--- src/rtl/rs_gf_pkg.sv ---
// rs_gf_pkg: GF(2^M) arithmetic and shared types for the
// single-error Reed-Solomon stream decoder.
package rs_gf_pkg;
  localparam int M_DEF = 3;
  localparam int N = 2**M_DEF - 1;
  localparam int K = N - 2;
  localparam int MW = 8;

  typedef logic [M_DEF-1:0] sym_t;
  typedef logic [MW-1:0] gfw_t;
  typedef logic [MW:0] gfp_t;

  localparam gfw_t ALPHA = 8'd2;
  localparam gfw_t ALPHA2 = 8'd4;

  typedef enum logic [1:0] {
    CLEAN,
    CORRECTED,
    UNCORRECTABLE
  } status_t;

  typedef enum logic {
    COLLECT,
    SOLVE
  } fsm_t;

  function automatic gfw_t gf_mul(
    input gfw_t a,
    input gfw_t b,
    input int m,
    input gfp_t poly
  );
    gfp_t acc;
    gfp_t sh;
    acc = '0;
    sh = {1'b0, a};
    for (int i = 0; i < MW; i++) begin
      if (i < m) begin
        if (b[i]) acc = acc ^ sh;
        sh = sh << 1;
        if (sh[m]) sh = sh ^ poly;
      end
    end
    return acc[MW-1:0];
  endfunction

  function automatic gfw_t gf_inv(
    input gfw_t a,
    input int m,
    input gfp_t poly
  );
    gfw_t r;
    r = '0;
    for (int i = 1; i < 2**MW; i++) begin
      if (i < (1 << m)) begin
        if (gf_mul(a, gfw_t'(i), m, poly) == gfw_t'(1))
          r = gfw_t'(i);
      end
    end
    return r;
  endfunction
endpackage

--- src/rtl/rs_syndrome_acc.sv ---
// rs_syndrome_acc: Horner accumulators for S1 = r(alpha)
// and S2 = r(alpha^2), one received symbol per enable.
module rs_syndrome_acc
  import rs_gf_pkg::*;
#(
  parameter int M = 3,
  parameter logic [M:0] PRIM_POLY = 4'b1011
) (
  input  logic         clk,
  input  logic         reset,
  input  logic         clr,
  input  logic         en,
  input  logic [M-1:0] sym,
  output logic [M-1:0] s1,
  output logic [M-1:0] s2,
  output logic [M-1:0] s1_next,
  output logic [M-1:0] s2_next
);
  localparam gfp_t POLY = gfp_t'(PRIM_POLY);

  // accumulator values with the current symbol folded in
  always_comb begin
    s1_next = M'(gf_mul(gfw_t'(s1), ALPHA, M, POLY)) ^ sym;
    s2_next = M'(gf_mul(gfw_t'(s2), ALPHA2, M, POLY)) ^ sym;
  end

  // clear wins so the codeword's last symbol leaves both at zero
  always_ff @(posedge clk) begin
    if (!reset || clr) begin
      s1 <= '0;
      s2 <= '0;
    end else if (en) begin
      s1 <= s1_next;
      s2 <= s2_next;
    end
  end
endmodule

--- src/rtl/rs_t1_stream_decoder.sv ---
// rs_t1_stream_decoder: symbol-serial RS(N,N-2) decoder with
// ping-pong codeword banks and single-symbol correction.
module rs_t1_stream_decoder
  import rs_gf_pkg::*;
#(
  parameter int M = 3,
  parameter logic [M:0] PRIM_POLY = 4'b1011
) (
  input  logic         clk,
  input  logic         reset,
  input  logic         in_valid,
  output logic         in_ready,
  input  logic [M-1:0] in_sym,
  output logic         out_valid,
  input  logic         out_ready,
  output logic [M-1:0] out_sym,
  output logic         out_last,
  output logic         out_corrected,
  output logic         out_uncorrectable
);
  localparam int LEN = 2**M - 1;
  localparam gfp_t POLY = gfp_t'(PRIM_POLY);
  typedef logic [M-1:0] word_t;
  localparam word_t LAST = word_t'(LEN - 1);
  localparam word_t ONE = word_t'(1);
  localparam word_t ALPHA_W = word_t'(ALPHA);

  function automatic word_t mul(input word_t a, input word_t b);
    return word_t'(gf_mul(gfw_t'(a), gfw_t'(b), M, POLY));
  endfunction

  word_t inv_tab [2**M];
  for (genvar i = 0; i < 2**M; i++) begin : g_inv
    localparam gfw_t V = gf_inv(gfw_t'(i), M, POLY);
    assign inv_tab[i] = word_t'(V);
  end

  fsm_t    state, state_nx;
  word_t   mem [2][LEN];
  word_t   bank_x [2];
  word_t   bank_e [2];
  status_t bank_st [2];
  logic [1:0] full, set_m, clr_m;
  logic    wp, rp, active;
  word_t   cnt, oc, q;
  word_t   s1, s2, s1_nx, s2_nx, syn1, syn2;
  word_t   x_sol, e_sol;
  status_t st_sol;
  logic    in_fire, out_fire, last_in, last_out;

  assign in_ready = (state == COLLECT) && !full[wp];
  assign in_fire = in_valid && in_ready;
  assign last_in = in_fire && (cnt == LAST);
  assign out_valid = active;
  assign out_fire = active && out_ready;
  assign last_out = out_fire && (oc == LAST);

  rs_syndrome_acc #(
    .M(M),
    .PRIM_POLY(PRIM_POLY)
  ) u_syn (
    .clk(clk),
    .reset(reset),
    .clr(last_in),
    .en(in_fire),
    .sym(in_sym),
    .s1(s1),
    .s2(s2),
    .s1_next(s1_nx),
    .s2_next(s2_nx)
  );

  // state register
  always_ff @(posedge clk) begin
    if (!reset) state <= COLLECT;
    else state <= state_nx;
  end

  // one SOLVE cycle after each complete codeword
  always_comb begin
    state_nx = state;
    unique case (state)
      COLLECT: if (last_in) state_nx = SOLVE;
      SOLVE:   state_nx = COLLECT;
    endcase
  end

  // error locator, magnitude and classification
  always_comb begin
    x_sol = mul(syn2, inv_tab[syn1]);
    e_sol = mul(mul(syn1, syn1), inv_tab[syn2]);
    st_sol = CLEAN;
    if (syn1 != '0 && syn2 != '0) st_sol = CORRECTED;
    else if (syn1 != '0 || syn2 != '0) st_sol = UNCORRECTABLE;
  end

  // bank occupancy updates from solver and drain
  always_comb begin
    set_m = '0;
    clr_m = '0;
    if (state == SOLVE) set_m[wp] = 1'b1;
    if (last_out) clr_m[rp] = 1'b1;
  end

  // codeword storage and per-bank decode results
  always_ff @(posedge clk) begin
    if (in_fire) mem[wp][cnt] <= in_sym;
    if (state == SOLVE) begin
      bank_x[wp] <= x_sol;
      bank_e[wp] <= e_sol;
      bank_st[wp] <= st_sol;
    end
  end

  // fill/drain pointers, counters and position register
  always_ff @(posedge clk) begin
    if (!reset) begin
      full <= '0;
      wp <= 1'b0;
      rp <= 1'b0;
      cnt <= '0;
      syn1 <= '0;
      syn2 <= '0;
      active <= 1'b0;
      oc <= '0;
      q <= '0;
    end else begin
      full <= (full | set_m) & ~clr_m;
      if (in_fire) cnt <= last_in ? '0 : cnt + ONE;
      if (last_in) begin
        syn1 <= s1_nx;
        syn2 <= s2_nx;
      end
      if (state == SOLVE) wp <= ~wp;
      if (!active && full[rp]) begin
        active <= 1'b1;
        oc <= '0;
        q <= mul(bank_x[rp], ALPHA_W);
      end else if (out_fire) begin
        q <= mul(q, ALPHA_W);
        oc <= oc + ONE;
        if (last_out) begin
          active <= 1'b0;
          rp <= ~rp;
        end
      end
    end
  end

  // output symbol with the located error cancelled
  always_comb begin
    out_sym = '0;
    out_last = 1'b0;
    out_corrected = 1'b0;
    out_uncorrectable = 1'b0;
    if (active) begin
      out_sym = mem[rp][oc];
      if (bank_st[rp] == CORRECTED && q == ONE)
        out_sym = out_sym ^ bank_e[rp];
      out_last = (oc == LAST);
      out_corrected = (bank_st[rp] == CORRECTED);
      out_uncorrectable = (bank_st[rp] == UNCORRECTABLE);
    end
  end
endmodule

--- config.mk ---
export PLATFORM = sky130hd
export DESIGN_NAME = rs_t1_stream_decoder
export DESIGN_NICKNAME = d
export VERILOG_FILES = /design/src/rtl/rs_gf_pkg.sv /design/src/rtl/rs_syndrome_acc.sv /design/src/rtl/rs_t1_stream_decoder.sv
export SDC_FILE = /design/constraint.sdc
export NUM_CORES = 1
export LEC_CHECK = 0
export CORE_MARGIN = 4
export CORE_UTILIZATION = 45
export CTS_BUF_LIST = sky130_fd_sc_hd__clkbuf_2
export DETAILED_ROUTE_END_ITERATION = 6
export GPL_TIMING_DRIVEN = 1
export PLACE_DENSITY_LB_ADDON = 0.1
export SYNTH_ARGS = -nofsm -noshare
export SYNTH_HDL_FRONTEND = slang
export SYNTH_HIERARCHICAL = 1
export SYNTH_SLANG_ARGS = --single-unit
--- constraint.sdc ---
create_clock -name clk -period 6.55 [get_ports clk]
set_clock_uncertainty 0.05 [all_clocks]
set_input_delay 1.6375 -clock clk [delete_from_list [all_inputs] [get_ports clk]]
set_output_delay 1.6375 -clock clk [all_outputs]
set_load 0.01 [all_outputs]
* Word-level counts from Yosys, hierarchy flattened
Memories as Yosys holds them, arrays and structs flattened. A register that Yosys moved wholly into a read port is not among the register bits. Cells that the tools add are included.
Word-level totals: bits in registers 27, bits in latches 0, bits in writable memories 58, memory bits (read-only) 48, input bits 7, output and inout port bits 8, logic and storage cells 155, memories 6
Cells by class: add/sub/neg operators 2, multipliers 0, divide/modulo/power cells 0, magnitude comparators 9, equal/unequal tests 5, shift operators 0, mux-type cells 66, bitwise operators 32, reduce and logical (&&, ||, !) cells 23
Memories:
- mem | words 2, bits a word 21, rd ports 1, clocked after memory_dff 1, wr ports 1, line rs_t1_stream_decoder.sv:39 | word_t mem [2][LEN];
- (no name shown) | words 8, bits a word 3, rd ports 1, clocked after memory_dff 0, wr ports 0, line rs_t1_stream_decoder.sv:91 | e_sol = mul(mul(syn1, syn1), inv_tab[syn2]);
- (no name shown) | words 8, bits a word 3, rd ports 1, clocked after memory_dff 0, wr ports 0, line rs_t1_stream_decoder.sv:90 | x_sol = mul(syn2, inv_tab[syn1]);
- bank_e | words 2, bits a word 3, rd ports 1, clocked after memory_dff 1, wr ports 1, line rs_t1_stream_decoder.sv:41 | word_t bank_e [2];
- bank_x | words 2, bits a word 3, rd ports 1, clocked after memory_dff 1, wr ports 1, line rs_t1_stream_decoder.sv:40 | word_t bank_x [2];
- bank_st | words 2, bits a word 2, rd ports 1, clocked after memory_dff 1, wr ports 1, line rs_t1_stream_decoder.sv:42 | status_t bank_st [2];
Operator list (count):
- $mux 3 | 21
- $mux 2 | 15
- $xor 3x3->3 | 9
- $mux 1 | 24
- $not 2->2 | 12
- $mux 21 | 1
- $ge 4x4->1 const B | 4
- $not 3->4 | 4
- $logic_and 1x1->1 | 11
- $bmux 3 s3 | 1
- $demux 3 s3 | 1
- $add 3x1->3 const B | 2
- $eq 3x3->1 const B | 2
- $reduce_bool 3->1 | 2
- $not 1->1 | 5
- $lt 1x2->1 const B | 2
- $lt 4x1->1 const B | 1
- $reduce_bool 2->1 | 2
- $eq 3x1->1 const B | 1
- $logic_not 1->1 | 3
- $reduce_and 3->1 | 1
- $and 2x2->2 | 1
- $demux 1 s1 | 2
- $eq 2x1->1 const B | 1
- other kinds (7) | 9

* Longest topological paths before layout
Gate-level depths: netlist (run 1).
depth in word-level cells 12, mapped depth 8, mapped depth without buffers 7

* Modules after synthesis
The synthesis (run 1) kept the hierarchy.
Modules (own cells, without submodules):
- rs_t1_stream_decoder | times used 1, cells each 327, area each 4057.6 µm², sequential area each 2182.1 µm²
- rs_syndrome_acc | times used 1, cells each 33, area each 299.0 µm², sequential area each 120.1 µm²

* Worst setup path before layout (run 1)
Ideal clock, no wire load.
path type reg-to-output, from reg with a tool-made name, to out out_sym[0], data arrival time 1593 ps, required time 4862 ps, path slack 3269 ps, cell stages (with the launch flop) 7, path buffers 1, path through dfxtp_1 > buf_6 > mux4_2 > a221oi_1 > a31oi_1 > xor2_1 > and2_1
RTL lines:
- to (decl) | line rs_t1_stream_decoder.sv:16 | output logic [M-1:0] out_sym,

==> results of run 1 <==
==> power groups by stage <==
stage	Sequential, mW	Clock (mW)	Combinational [mW]
2_1_floorplan	0.600	0	0.0298
3_3_place_gp	0.602	0	0.0448
3_5_place_dp	0.603	0	0.0457
4_1_cts	0.591	0.288	0.0459
5_1_grt	0.593	0.318	0.0497
6_report	0.591	0.277	0.0450
==> routing by layer <==
metal  part of all wire  wire length (µm)  global-route usage
met1               0.50              4090               0.221
met2               0.46              3750               0.239
met3              0.032               262              0.0364
met4              0.013               106              0.0435
met5                  0                 0                   0
==> sequential cells by signal (all words and copies together), names as in the netlist, 2 cells and up, named ones only <==
name,count
u_syn/s2,3
cnt,3
bank_e,6
mem,42
oc,3
bank_st,4
full,2
u_syn/s1,3
syn1,3
bank_x,6
syn2,3
q,3
==> cells by family after synthesis <==
logic type | synth area share
fa+ha+maj | 0.0431
xor+xnor | 0.0537
simple gates | 0.139
mux | 0.104
buf+inv | 0.0345
flops | 0.528
compound gates | 0.0976
==> worst register-to-register path: stages, from the launching register on <==
cell and delay, ns:
dfxtp_1 0.60, inv_1 0.16, ha_1 0.34, and2b_1 0.31, a2bb2o_1 0.31, o2111a_1 0.14, o21a_1 0.19, a211o_1 0.25
==> synth_stat cells (7+ instances only) <==
cell | n | area [µm²]
nand2b_1 | 7 | 43.8
a21oi_1 | 7 | 35.0
nor3_1 | 8 | 40.0
nand2_1 | 27 | 101
nor2b_1 | 11 | 68.8
nor2_1 | 26 | 97.6
xnor2_1 | 11 | 96.3
inv_1 | 11 | 41.3
dfxtp_1 | 28 | 561
o21ai_0 | 15 | 75.1
edfxtp_1 | 58 | 1740
mux2i_1 | 16 | 160
and2_1 | 9 | 56.3
ha_1 | 15 | 188
xor2_1 | 13 | 114
==> final cells by class <==
| cell class | instances | area [µm²] | area share |
|---|---|---|---|
| clock buffer | 10 | 50.0 | 0.0107 |
| clock inverter | 6 | 72.6 | 0.0155 |
| tap | 129 | 161 | 0.0344 |
| sequential | 86 | 2300 | 0.491 |
| multi-input combinational | 247 | 1900 | 0.406 |
| timing repair buffer | 15 | 148 | 0.0315 |
| inverter | 14 | 52.6 | 0.0112 |
==> path summary, 6_finish.rpt <==
kind                             startpoint           end  slack (ns)  cells past startpoint
worst max-delay path                   flop    out_sym[0]        1.38                      6
worst min-delay path            u_syn/s1[0]   u_syn/s1[0]        0.47                      2
worst max register to register      syn2[1]  bank_e[0][1]        3.95                      7
worst min register to register  u_syn/s1[0]   u_syn/s1[0]        0.47                      2
==> per-stage QoR <==
| step | setup slack, ns | std cells |
|---|---|---|
| after floorplan | 3.27 | 360 |
| after detailed placement | 1.93 | 491 |
| after global routing | 1.03 | 507 |
| after CTS | 1.30 | 507 |
| final | 1.38 | 507 |
| after global placement | 1.99 | 491 |
==> metrics.md, run 1 <==
| Metric | Value |
|---|---|
| Status | completed |
| DRC violations left | 0 |
| Reg clk slew, reported paths | 0.24 ns |
| Area growth syn-to-layout | 7.67% |
| Achievable Freq | 193 MHz |
| 1st-iter DRT viols | 186 |
| Wire length per cell | 16.2 µm |
| Clk_lat worst skew | 0.51 ns |
| Unrepaired setup endpoints after global routing | false |
| Clock Tree Buf Depth | 2 |
| Detailed Routing Iterations Pass 1 | 4 |
| Worst-path maximum fanout | 23 |
| Placeable Area | 9330 µm² |
| Die ar. | 11300 µm² |
| Most common flop cell mapped by yosys | edfxtp_1 |
| Asr flop ratio synth | 0 |
| Post-Syn Nets | 382 |
| Cell Area, Placed | 4570 µm² |
| TNS Setup | 0 ns |
| Min cycle time layout | 5.17 ns |
| Final ANT Viol Nets | 0 |
| Normalized max-slew margin | 0.279 |
| Drt via density | 5.36 |
| Total congestion overflow | 0 |
| Gpl congestion | 0.723 |
| Commonest non-fill, non-tap cells in the layout | edfxtp_1 (58), dfxtp_1 (28), nand2_1 (27) |
| Largest net degree at the start of global routing | 24 |
| CTS tree | yes |
| Combinational power share | 0.049 |
| Share of layout cells above drive strength 1 | 0.0926 |
| Hold Slack | 0.467 ns |
| Startpoint types | flop |
| Leakage power | 1.63 nW |
| Die width | 106 µm |
| # diodes | 0 |
| Crit-path cells | mux4_2 > a221oi_1 > a31oi_1 > xor2_1 > and2_1 > clkdlybuf4s50_1 |
| Yosys warning total | 6 |
| Cell family with most CP delay | flip-flops |
| Io pins | 15 |
| Worst-Margin Slew | 1.08 ns |
| Vias in the first global route | 2643 |
| Die height | 106 µm |
| Initial antenna violation count | 0 |
| WP data required | 4.86 ns |
| Final Core Density | 0.503 |
| Switch share | 0.236 |
| CTS Sinks | 86 |
| CP peak stage delay | 1.09 ns |
| Via Count | 2716 |
| Hold_buf cts | 0 |
| VDD IR max | 0.0825 mV |
| Overall power | 913 µW |
| CTS resizes | 0 |
| Total GRT Usage | 0.156 |
| Critical Path AT | 3.48 ns |
| Max Cap Viol | 0 |
| Mapped Avg Cell Area | 12.1 µm² |
| CP endpoint kind | output pin |
| Critical path's slowest cell | dfxtp_1 |
| IO buf count | 14 |
| Initial core utilization | 0.467 |
| Cell area after layout | 4690 µm² |
| Post-Syn Area | 4360 µm² |
| Proportion of synthesized chip area in sequential cells | 0.528 |
| Fin. Hold Viols | 0 |
| Layout fillers | 845 |
| Root Buffer | clkbuf_2 |
| CTS buffer count | 9 |
| PD cells | 195 nW/µm² |
| Commonest non-fill, non-tap cell in the layout | edfxtp_1 |
| Reg power frac | 0.647 |
| Post-synthesis cell type count | 58 |
| Fin. max-slew vios | 0 |
| Net switching power | 216 µW |
| Post-CTS Setup Bufs | 0 |
| Htree depth | 3 |
| Nets | 395 |
| Worst hold path class | reg2reg |
| Kind of critical path | reg2out |
| Synthesized instance count | 360 |
| Global-route wire length before repair | 13700 µm |
| Final worst path period share | 0.789 |
| EDFF count, synth | 58 |
| Std-Cell Rows | 35 |
| Internal Power | 697 µW |
| Setup violators final | 0 |
| Seq cells post-synth | 86 |
| Clk pwr share | 0.304 |
| WL final | 8210 µm |
| Post-DP HPWL | 5850 µm |
| Buffers plus inverters on the worst setup path | 1 |
(Power assumes the default switching activity.)
==> run 2: changes to the inputs <==
clock period = 5.3 ns   (was 6.55 ns; I/O delays follow)
==> metrics.md, run 2 (synthesized netlist as in run 1, its figures left out) <==
| Metric | Value |
|---|---|
| Wire length per cell | 16.0 µm (-1.3%) |
| Initial core utilization | 0.467 (unchanged) |
| PD cells | 239 nW/µm² (+23%) |
| Layout fillers | 850 (+0.59%) |
| Largest registers | mem (42), bank_e (6), bank_x (6) |
| Worst-path maximum fanout | 13 (-43%) |
| Worst-Margin Slew | 0.875 ns (-0.204 ns) |
| Root Buffer | clkbuf_2 |
| Kind of critical path | reg2out |
| Detailed Routing Iterations Pass 1 | 4 (unchanged) |
| Die height | 106 µm (unchanged) |
| VDD IR max | 0.0970 mV (+18%) |
| Share of layout cells above drive strength 1 | 0.0926 (unchanged) |
| Drt via density | 5.37 (+0.29%) |
| Fin. max-slew vios | 0 (unchanged) |
| # diodes | 0 (unchanged) |
| Fin. Hold Viols | 0 (unchanged) |
| Global-route wire length before repair | 13700 µm (unchanged) |
| Io pins | 15 (unchanged) |
| Hold Path Stages | 2 (unchanged) |
| Clock Tree Buf Depth | 2 (unchanged) |
| Largest register FFs | 42 (unchanged) |
| CTS tree | yes |
| Reg2Reg Depth | 6 (-1) |
| Startpoint types | flop |
| Final worst path period share | 0.851 |
| Gpl congestion | 0.736 (+1.8%) |
| Hold Slack | 0.464 ns (-0.00264 ns) |
| Die ar. | 11300 µm² (unchanged) |
| DRC violations left | 0 (unchanged) |
| Hold_buf cts | 0 (unchanged) |
| CTS buffer count | 9 (unchanged) |
| Max Cap Viol | 0 (unchanged) |
| Worst hold path class | reg2reg |
| Reg clk slew, reported paths | 0.26 ns (+0.02 ns) |
| Vias in the first global route | 2673 (+1.1%) |
| WL final | 8110 µm (-1.3%) |
| Commonest non-fill, non-tap cells in the layout | edfxtp_1 (58), dfxtp_1 (28), nand2_1 (27) |
| CP endpoint kind | output pin |
| CTS resizes | 0 (unchanged) |
| Normalized max-slew margin | 0.415 (+0.136) |
| Die width | 106 µm (unchanged) |
| Reg with most FFs | mem |
| Leakage power | 1.62 nW (about the same) |
| Critical Path AT | 3.13 ns (-0.35 ns) |
| Total congestion overflow | 0 (unchanged) |
| Largest net degree at the start of global routing | 22 (-8.3%) |
| Achievable Freq | 222 MHz |
| Clk_lat worst skew | 0.54 ns (+0.03 ns) |
| IO buf count | 14 (unchanged) |
| Total GRT Usage | 0.155 (-0.000477) |
| Min cycle time layout | 4.51 ns |
| Placeable Area | 9330 µm² (unchanged) |
| Via Count | 2724 (+0.29%) |
| Post-CTS Setup Bufs | 0 (unchanged) |
| Status | completed |
| Std-Cell Rows | 35 (unchanged) |
| Area growth syn-to-layout | 7.55% |
| Setup violators final | 0 (unchanged) |
| CTS Sinks | 86 (unchanged) |
| 1st-iter DRT viols | 162 (-13%) |
| Htree depth | 3 (unchanged) |
| Unrepaired setup endpoints after global routing | false |
| Commonest non-fill, non-tap cell in the layout | edfxtp_1 |
| Nets | 395 (unchanged) |
| Final ANT Viol Nets | 0 (unchanged) |
| Initial antenna violation count | 0 (unchanged) |
| Post-DP HPWL | 5780 µm (-1.2%) |
| TNS Setup | 0 ns (unchanged) |
| WP data required | 3.92 ns (-0.94 ns) |
-- run 2: cell count changes in the layout (fill, tap and decap cells not counted), sizes merged --
cell	delta
inv	+5
clkinv	-3
bufinv	-1
clkbuf	-1
-- run 2: final timing paths --
| check | from | endpoint | slack (ns) |
|---|---|---|---|
| setup reg to reg | syn1[0] | bank_x[0][1] | 2.68 |
| setup / recovery | flop | out_sym[2] | 0.79 |
| hold reg to reg | u_syn/s2[0] | u_syn/s2[0] | 0.46 |
| hold / removal | u_syn/s2[0] | u_syn/s2[0] | 0.46 |
-- run 2: power breakdown --
group / leakage (nW) / switching (mW) / internal, mW
sequential: 0.755 / 0.00715 / 0.723
combinational: 0.798 / 0.0300 / 0.0241
clock: 0.0701 / 0.257 / 0.0784
total: 1.62 / 0.295 / 0.826
-- run 2: layer usage --
metal | GRT usage | share of wire | vias up
met5 | 0 | 0 | -
met4 | 0.0463 | 0.011 | 0
met3 | 0.0304 | 0.026 | 8
met2 | 0.239 | 0.46 | 35
met1 | 0.223 | 0.50 | 1332
li1 | - | - | 1349
-- run 2: area by class of cell --
type,instances,area [µm²],area share
Clock buffer,9,45.0,0.00961
Clock inverter,7,72.6,0.0155
Inverter,14,52.6,0.0112
Multi-Input combinational cell,247,1900,0.406
Sequential cell,86,2300,0.491
Tap cell,129,161,0.0344
Timing Repair Buffer,15,148,0.0315
-- run 2: per-stage QoR --
step | utilization | setup WS, ns | std cells | total power [mW] | instance area (µm²)
finish | 0.502 | 0.790 | 507 | 1.12 | 4690
global route | 0.502 | 0.511 | 507 | 1.17 | 4690
CTS | 0.502 | 0.722 | 507 | 1.13 | 4690
detailed placement | 0.490 | 1.39 | 491 | 0.799 | 4570
global placement | 0.490 | 1.43 | 491 | 0.799 | 4570
floorplan | - | 2.33 | 360 | 0.778 | 4360
-- run 2: critical path, cell delays in order, from the launching register on --
cell and delay, ns:
dfxtp_1 0.81, mux4_2 0.58, a221oi_1 0.31, a31oi_1 0.10, xor2_1 0.15, and2_1 0.13
clkdlybuf4s50_1 0.53
